==> config.mk <==
export PLATFORM = sky130hd
export DESIGN_NAME = dly_glitch_filter
export DESIGN_NICKNAME = d
export VERILOG_FILES = /design/src/rtl/dly_glitch_filter.sv
export SDC_FILE = /design/constraint.sdc
export NUM_CORES = 1
export LEC_CHECK = 0
export CELL_PAD_IN_SITES_DETAIL_PLACEMENT = 0
export CELL_PAD_IN_SITES_GLOBAL_PLACEMENT = 1
export CORE_MARGIN = 1
export CORE_UTILIZATION = 40
export CTS_BUF_LIST = sky130_fd_sc_hd__clkbuf_8
export DETAILED_ROUTE_END_ITERATION = 12
export HOLD_SLACK_MARGIN = 0.15
export PLACE_DENSITY = 0.89
export SKIP_CTS_REPAIR_TIMING = 1
export SYNTH_ARGS = -nofsm -noshare
export SYNTH_HDL_FRONTEND = slang
export SYNTH_SLANG_ARGS = --single-unit
==> constraint.sdc <==
create_clock -name CLK -period 2.4 [get_ports CLK]
set_input_delay 0.48 -clock CLK [delete_from_list [all_inputs] [get_ports CLK]]
set_output_delay 0.48 -clock CLK [all_outputs]
set_load 0.02 [all_outputs]
==> src/rtl/dly_glitch_filter.sv <==
`default_nettype none
// ============================================================================
//  Module      : dly_glitch_filter
//  Description : Synchronizes a delay-chain output and qualifies level changes
//                over THR consecutive stable samples; counts aborted attempts.
//  Revision    : 1.0 - initial release
// ============================================================================
module dly_glitch_filter #(
  parameter int   SYNC_STAGES = 2,
  parameter int   CNT_W       = 4,
  parameter logic RST_VAL     = 1'b0
) (
  input  logic             CLK,
  input  logic             RN,
  input  logic             I,
  input  logic             EN,
  input  logic [CNT_W-1:0] THR,
  input  logic             CLR,
  output logic             Z,
  output logic             RISE,
  output logic             FALL,
  output logic             GLITCH,
  output logic [7:0]       GCNT
);

  localparam logic [0:0] ST_STABLE  = 1'b0;
  localparam logic [0:0] ST_QUALIFY = 1'b1;

  logic [SYNC_STAGES-1:0] sync_q, sync_d;
  logic [0:0]             state_q, state_d;
  logic [CNT_W-1:0]       cnt_q, cnt_d;
  logic                   z_q, z_d;
  logic                   rise_q, rise_d;
  logic                   fall_q, fall_d;
  logic                   glitch_q, glitch_d;
  logic [7:0]             gcnt_q, gcnt_d;

  logic                   w_s;
  logic [CNT_W-1:0]       w_thr_eff;
  logic [CNT_W:0]         w_cnt_inc;
  logic                   w_qualified;

  always_comb begin
    sync_d      = {sync_q[SYNC_STAGES-2:0], I};
    w_s         = sync_q[SYNC_STAGES-1];
    w_thr_eff   = (THR == '0) ? CNT_W'(1) : THR;
    // One extra bit so the increment-and-compare can never wrap.
    w_cnt_inc   = {1'b0, cnt_q} + (CNT_W+1)'(1);
    w_qualified = (w_cnt_inc >= {1'b0, w_thr_eff});
  end

  always_comb begin
    state_d  = state_q;
    cnt_d    = cnt_q;
    z_d      = z_q;
    rise_d   = 1'b0;
    fall_d   = 1'b0;
    glitch_d = 1'b0;
    if (!EN) begin
      state_d = ST_STABLE;
      cnt_d   = '0;
    end else begin
      case (state_q)
        ST_STABLE: begin
          cnt_d = '0;
          if (w_s != z_q) begin
            if (w_thr_eff == CNT_W'(1)) begin
              z_d    = w_s;
              rise_d = w_s;
              fall_d = ~w_s;
            end else begin
              state_d = ST_QUALIFY;
              cnt_d   = CNT_W'(1);
            end
          end
        end
        ST_QUALIFY: begin
          if (w_s == z_q) begin
            glitch_d = 1'b1;
            state_d  = ST_STABLE;
            cnt_d    = '0;
          end else if (w_qualified) begin
            z_d     = w_s;
            rise_d  = w_s;
            fall_d  = ~w_s;
            state_d = ST_STABLE;
            cnt_d   = '0;
          end else begin
            cnt_d = w_cnt_inc[CNT_W-1:0];
          end
        end
        default: begin
          state_d = ST_STABLE;
          cnt_d   = '0;
        end
      endcase
    end
  end

  // Clear wins over a same-cycle glitch increment.
  always_comb begin
    gcnt_d = gcnt_q;
    if (CLR) begin
      gcnt_d = '0;
    end else if (glitch_d && (gcnt_q != 8'hFF)) begin
      gcnt_d = gcnt_q + 8'd1;
    end
  end

  always_ff @(posedge CLK or negedge RN) begin
    if (!RN) begin
      sync_q   <= {SYNC_STAGES{RST_VAL}};
      state_q  <= ST_STABLE;
      cnt_q    <= '0;
      z_q      <= RST_VAL;
      rise_q   <= 1'b0;
      fall_q   <= 1'b0;
      glitch_q <= 1'b0;
      gcnt_q   <= '0;
    end else begin
      sync_q   <= sync_d;
      state_q  <= state_d;
      cnt_q    <= cnt_d;
      z_q      <= z_d;
      rise_q   <= rise_d;
      fall_q   <= fall_d;
      glitch_q <= glitch_d;
      gcnt_q   <= gcnt_d;
    end
  end

  assign Z      = z_q;
  assign RISE   = rise_q;
  assign FALL   = fall_q;
  assign GLITCH = glitch_q;
  assign GCNT   = gcnt_q;

endmodule
`default_nettype wire

Yosys cells after proc, flatten, opt, wreduce, memory -nomap -nowiden
Cells that the tools add are included.
Operators by class
  add/sub/neg operators: 2
  reductions and logical operators: 4
  $lt $le $gt $ge: 1
  mux-type cells: 35
  eq/ne operators: 8
  bitwise logic cells: 2
Operators with widths (count)
  two-way mux 1 bit: 24
  two-way mux 4 bit: 4
  two-way mux 8 bit: 2
  adder 8 x 1 -> 8 bit, second input constant: 1
  != test 8 bit, second input constant: 1
  case mux 1 bit (2 select lines): 4
  case mux 4 bit (2 select lines): 1
  != test 2 bit, second input constant: 3
  adder 4 x 1 -> 5 bit, second input constant: 1
  >= comparator 5 x 4 -> 1 bit: 1
  AND reduction 5 bit: 1
  equality test 4 x 1 -> 1 bit, second input constant: 1
  logical NOT 4 bit: 1
  != test 2 x 1 -> 1 bit, second input constant: 1
  NOT 1 bit: 2
  nonzero test 2 bit: 1
  equality test 1 bit: 1
  logical AND 1 bit: 1
  != test 1 bit: 1
Word-level totals
  logic and storage cells: 60
  output and inout bits: 12
  register bits: 19

Longest topological paths before layout
  word-level depth: 7
  mapped depth: 7

Worst setup path after synthesis
No wires, ideal clock.
  path kind: input to register
  from: input THR[1]
  to: register cnt_q[2]
  data arrival time: 1.831 ns
  path slack: 0.481 ns
  stages: 7
  data required time: 2.312 ns
  cell sequence: nor3_1 or2_2 ha_1 nand2b_1 a211o_1 a21o_1 nor3b_1
On the way
  word-level cells in the longest chain between the ends: 7
RTL lines
  start: declaration: RTL line 17  | input logic [CNT_W-1:0] THR,
  logical NOT 4 bit: RTL line 46  | w_thr_eff = (THR == '0) ? CNT_W'(1) : THR;
  two-way mux 4 bit (*): RTL line 46
  >= comparator 5 x 4 -> 1 bit (*): RTL line 49  | w_qualified = (w_cnt_inc >= {1'b0, w_thr_eff});
  two-way mux 4 bit (*): RTL line 82  | end else if (w_qualified) begin
  two-way mux 4 bit (*): RTL line 78  | if (w_s == z_q) begin
  case mux 4 bit (2 select lines) (*): RTL line 63  | case (state_q)
  two-way mux 4 bit (*): RTL line 59  | if (!EN) begin
  net cnt_d[2]: RTL line 31  | logic [CNT_W-1:0] cnt_q, cnt_d;
  end signal: assignment: RTL line 123  | cnt_q <= cnt_d;
  end: declaration: RTL line 31
The timed path passes the listed nets; every way through them passes the cells marked *.
A chain may end at the register's enable or synchronous reset.

Worst setup path in the final report
  from: input THR[3]
  to: register cnt_q[3]
Same word-level chain as after synthesis.

==> summary.md <==
The run finished with clean final reports. Sorting the synthesized cells by area gives the leading types as sky130_fd_sc_hd__dfrtp_1 48%, sky130_fd_sc_hd__ha_1 7.6%, sky130_fd_sc_hd__a211oi_1 3.8%. The period utilization works out to 0.961. The vertical die dimension was 51.6 microns.

The mean area per synthesized cell is 10.2 sq um, and the HPWL after detailed placement is 1.41 mm. The first routing iteration left 11 violations. The smallest clock period supported by the final layout is computed as 2.31 ns. Across the run, the number of max-cap violations was 0. The worst hold-check path type is register to register. Yosys warning count: 0. Setup repair after global routing left no endpoint under its margin. The worst slack after detailed placement came out at -0.164 ns. The post-synth net total is 111, and the global-route usage over all layers is 0.172. From synthesis to final layout, the design area changed by 30.1%. The prevailing post-synth register cell was sky130_fd_sc_hd__dfrtp_1.

In the synthesized netlist, the number of instances is 96. The number of diodes added for antenna fixing was 0; the flip-flop and latch count after synthesis was 19. In the routed design, unresolved DRC markers number 0. Critical path start-end classification: input port to register. The count of port buffers added during placement came out at 20. The final cell count without fillers came out at 149.

For the number of antenna violations at the first check in global routing, the log shows 0. The number of buffers inserted during clock tree synthesis came out at 3. The floorplan has 17 rows. The tools report the share of the yosys chip area belonging to registers as 0.484.

The global-route wire length before repair is 3.32 mm. The floorplan step set the die width to 51.6 microns. The clock-pin slew reported for the worst setup and hold paths after clock tree synthesis works out to 0.07 ns.

The run gives 2.46 ns as the arrival time of the worst setup path. The maximum frequency from static timing analysis is 434 MHz, and the I/O pin count is 21. The worst-case headroom to the max-slew limit is 0.727.

The total congestion overflow is 0. Final-report setup violation count: 0. The most frequent cell after synthesis is sky130_fd_sc_hd__dfrtp_1.

The signal on the critical path passes through clkdlybuf4s50_1 -> nor3_1 -> or2_2 -> ha_1 -> nand2b_1 -> a211o_1 -> a21o_1 -> nor3b_1. The tools report the critical path capture point type as a register. The initial standard-cell utilization of the core was 0.436. The post-synthesis async set-or-reset flop share is 1.00, and the floorplan core area is 2250 sq um.

The area fraction of the dominant cell type after synthesis came out at 0.484. The count of final max-slew check failures is 0, and the maximum number of pins on one net before global-route repair is 20. Cell with the largest stage delay on the worst path: sky130_fd_sc_hd__clkdlybuf4s50_1. The end-of-flow core utilization is 0.567, and the power after layout is 0.000851 W. Critical path startpoint category: an input port. For the H-tree depth reported by CTS, the log shows 1. The tools report the number of placed instances, taps included as 145. By count the netlist is led by 19 x sky130_fd_sc_hd__dfrtp_1, 7 x sky130_fd_sc_hd__nor2_1.

Counting flops with a built-in enable in the synthesized netlist gives 0. The tools report the peak supply drop as 0.000491 V. Setup slack on the critical path of the routed design comes to 0.0944 ns. Clock skew on the completed layout was measured at 0.00386 ns. Summed over all cells, the static leakage comes to 0.567 nW. The number of vias per cell after detailed routing is 5.41, and the net total in the final layout is 137. The biggest fanout along the worst timing path was 5. The final hold violation count is 0. sky130_fd_sc_hd__dfrtp_1 takes more of the synthesized area than any other cell. The proportion of layout cells with a drive suffix above 1 came out at 0.0909.

The tree is rooted in a sky130_fd_sc_hd__clkbuf_8. The cell area power density was 666 nW/um^2; the smallest hold slack was 0.349 ns. The count of nets left with antenna violations once routing finished came out at 0. Summing over every cut layer, the via total after detailed routing is 806. The tools report the final weighted congestion of routability-driven global placement as 0.758. TritonCTS built the clock tree.

The mapped netlist covers 982 sq um. The later pin in the worst-skew pair is clocked with a latency of 0.25 ns. The stage delay of the slowest cell on the critical path is 0.49 ns.

Counting every sink on the clock net gives 19. The tools report the number of global-route vias before repair as 785. The total wirelength of the detailed-routed design was 1.94 mm; the data required time of the critical path was 2.56 ns.

For the pin with the worst max-slew slack, the measured transition is 0.407 ns. Counting distinct cell types in the post-synthesis netlist gives 34. The first detailed-routing pass ran for 4 iterations. In the final routed layout, each cell accounts on average for 13.0 microns. The tools report the area of the die as 2660 sq um. No sink is reached through more buffers than the 2 on the longest clock path.
layout by cell type, fill, tap and decap left out, drive strengths merged, types with 2 or more instances in the layout:
master         synthesis  layout
nor3b                  2       2
clkbuf                 0       3
ha                     6       6
clkdlybuf4s50          0      20
buf                    1       2
a21oi                  3       3
a211oi                 5       5
xnor2                  2       2
nor3                   6       6
dfrtp                 19      19
nor2                   7       7
nand3                  6       6
or2                    3       3
xor2                   2       2
nand2                  5       5
o21ai                  2       2
nor2b                  3       3
a211o                  2       2
nor4                   3       3
inv                    6       7
cells by family (layout without fill, tap and decap cells):
family | after synthesis | after routing | share of synthesized area
AO/OA/AOI/OAI | 17 | 17 | 0.121
XOR/XNOR | 4 | 4 | 0.0433
adder cells (fa/ha/maj) | 6 | 6 | 0.0764
buffers and inverters | 7 | 32 | 0.0267
flip-flops | 19 | 19 | 0.484
multiplexers | 2 | 2 | 0.0217
AND/OR/NAND/NOR | 41 | 41 | 0.227
path summary, 6_finish.rpt:
path | start | end | slack (ns) | depth (start not counted)
max | THR[3] | cnt_q[3] | 0.09 | 8
min | sync_q[0] | sync_q[1] | 0.35 | 0
max reg2reg | cnt_q[0] | cnt_q[3] | 0.51 | 7
min reg2reg | sync_q[0] | sync_q[1] | 0.35 | 0
max in group asynchronous | RN | Z | 1.62 | 2
min in group asynchronous | RN | state_q | 0.57 | 2
report_power, final:
group / switching [W] / leakage (nW) / total [W] / internal (W)
registers: 0.0000358 / 0.256 / 0.000386 / 0.000351
clock network: 0.0000930 / 0.0269 / 0.000206 / 0.000113
logic: 0.000148 / 0.284 / 0.000259 / 0.000111
total: 0.000277 / 0.567 / 0.000851 / 0.000575
through the flow:
step	cell area [sq um]	TNS [ns]
after global placement	1230	-0.399
after global routing	1280	0
after CTS	1270	0
after detailed placement	1230	-0.805
final	1280	0
after floorplan	982	0
routing by layer:
metal / up-vias / GRT usage / wire [microns]
met4: 0 / 0.0991 / 17
met5: - / 0 / 0
met2: 21 / 0.266 / 919
li1: 397 / - / -
met3: 2 / 0.0322 / 83
met1: 386 / 0.225 / 924
state kept, by name, summed over array words and instances, names as in the netlist:
register and flops:
FALL 1, GCNT 8, GLITCH 1, RISE 1, Z 1, cnt_q 4, state_q 1, sync_q 2
critical path, delay by kind of cell:
family / cells / cell delay (ns)
buf+inv: 1 / 0.49
compound gates: 2 / 0.54
fa+ha+maj: 1 / 0.26
simple gates: 4 / 0.69
layout make-up:
cell class	count	area, sq um
Fill cell	217	977
Tap cell	28	35.0
Clock buffer	3	41.3
Timing Repair Buffer	22	215
Clock inverter	1	3.75
Inverter	6	22.5
Sequential cell	19	475
Multi-Input combinational cell	70	484
(Power assumes the default switching activity.)
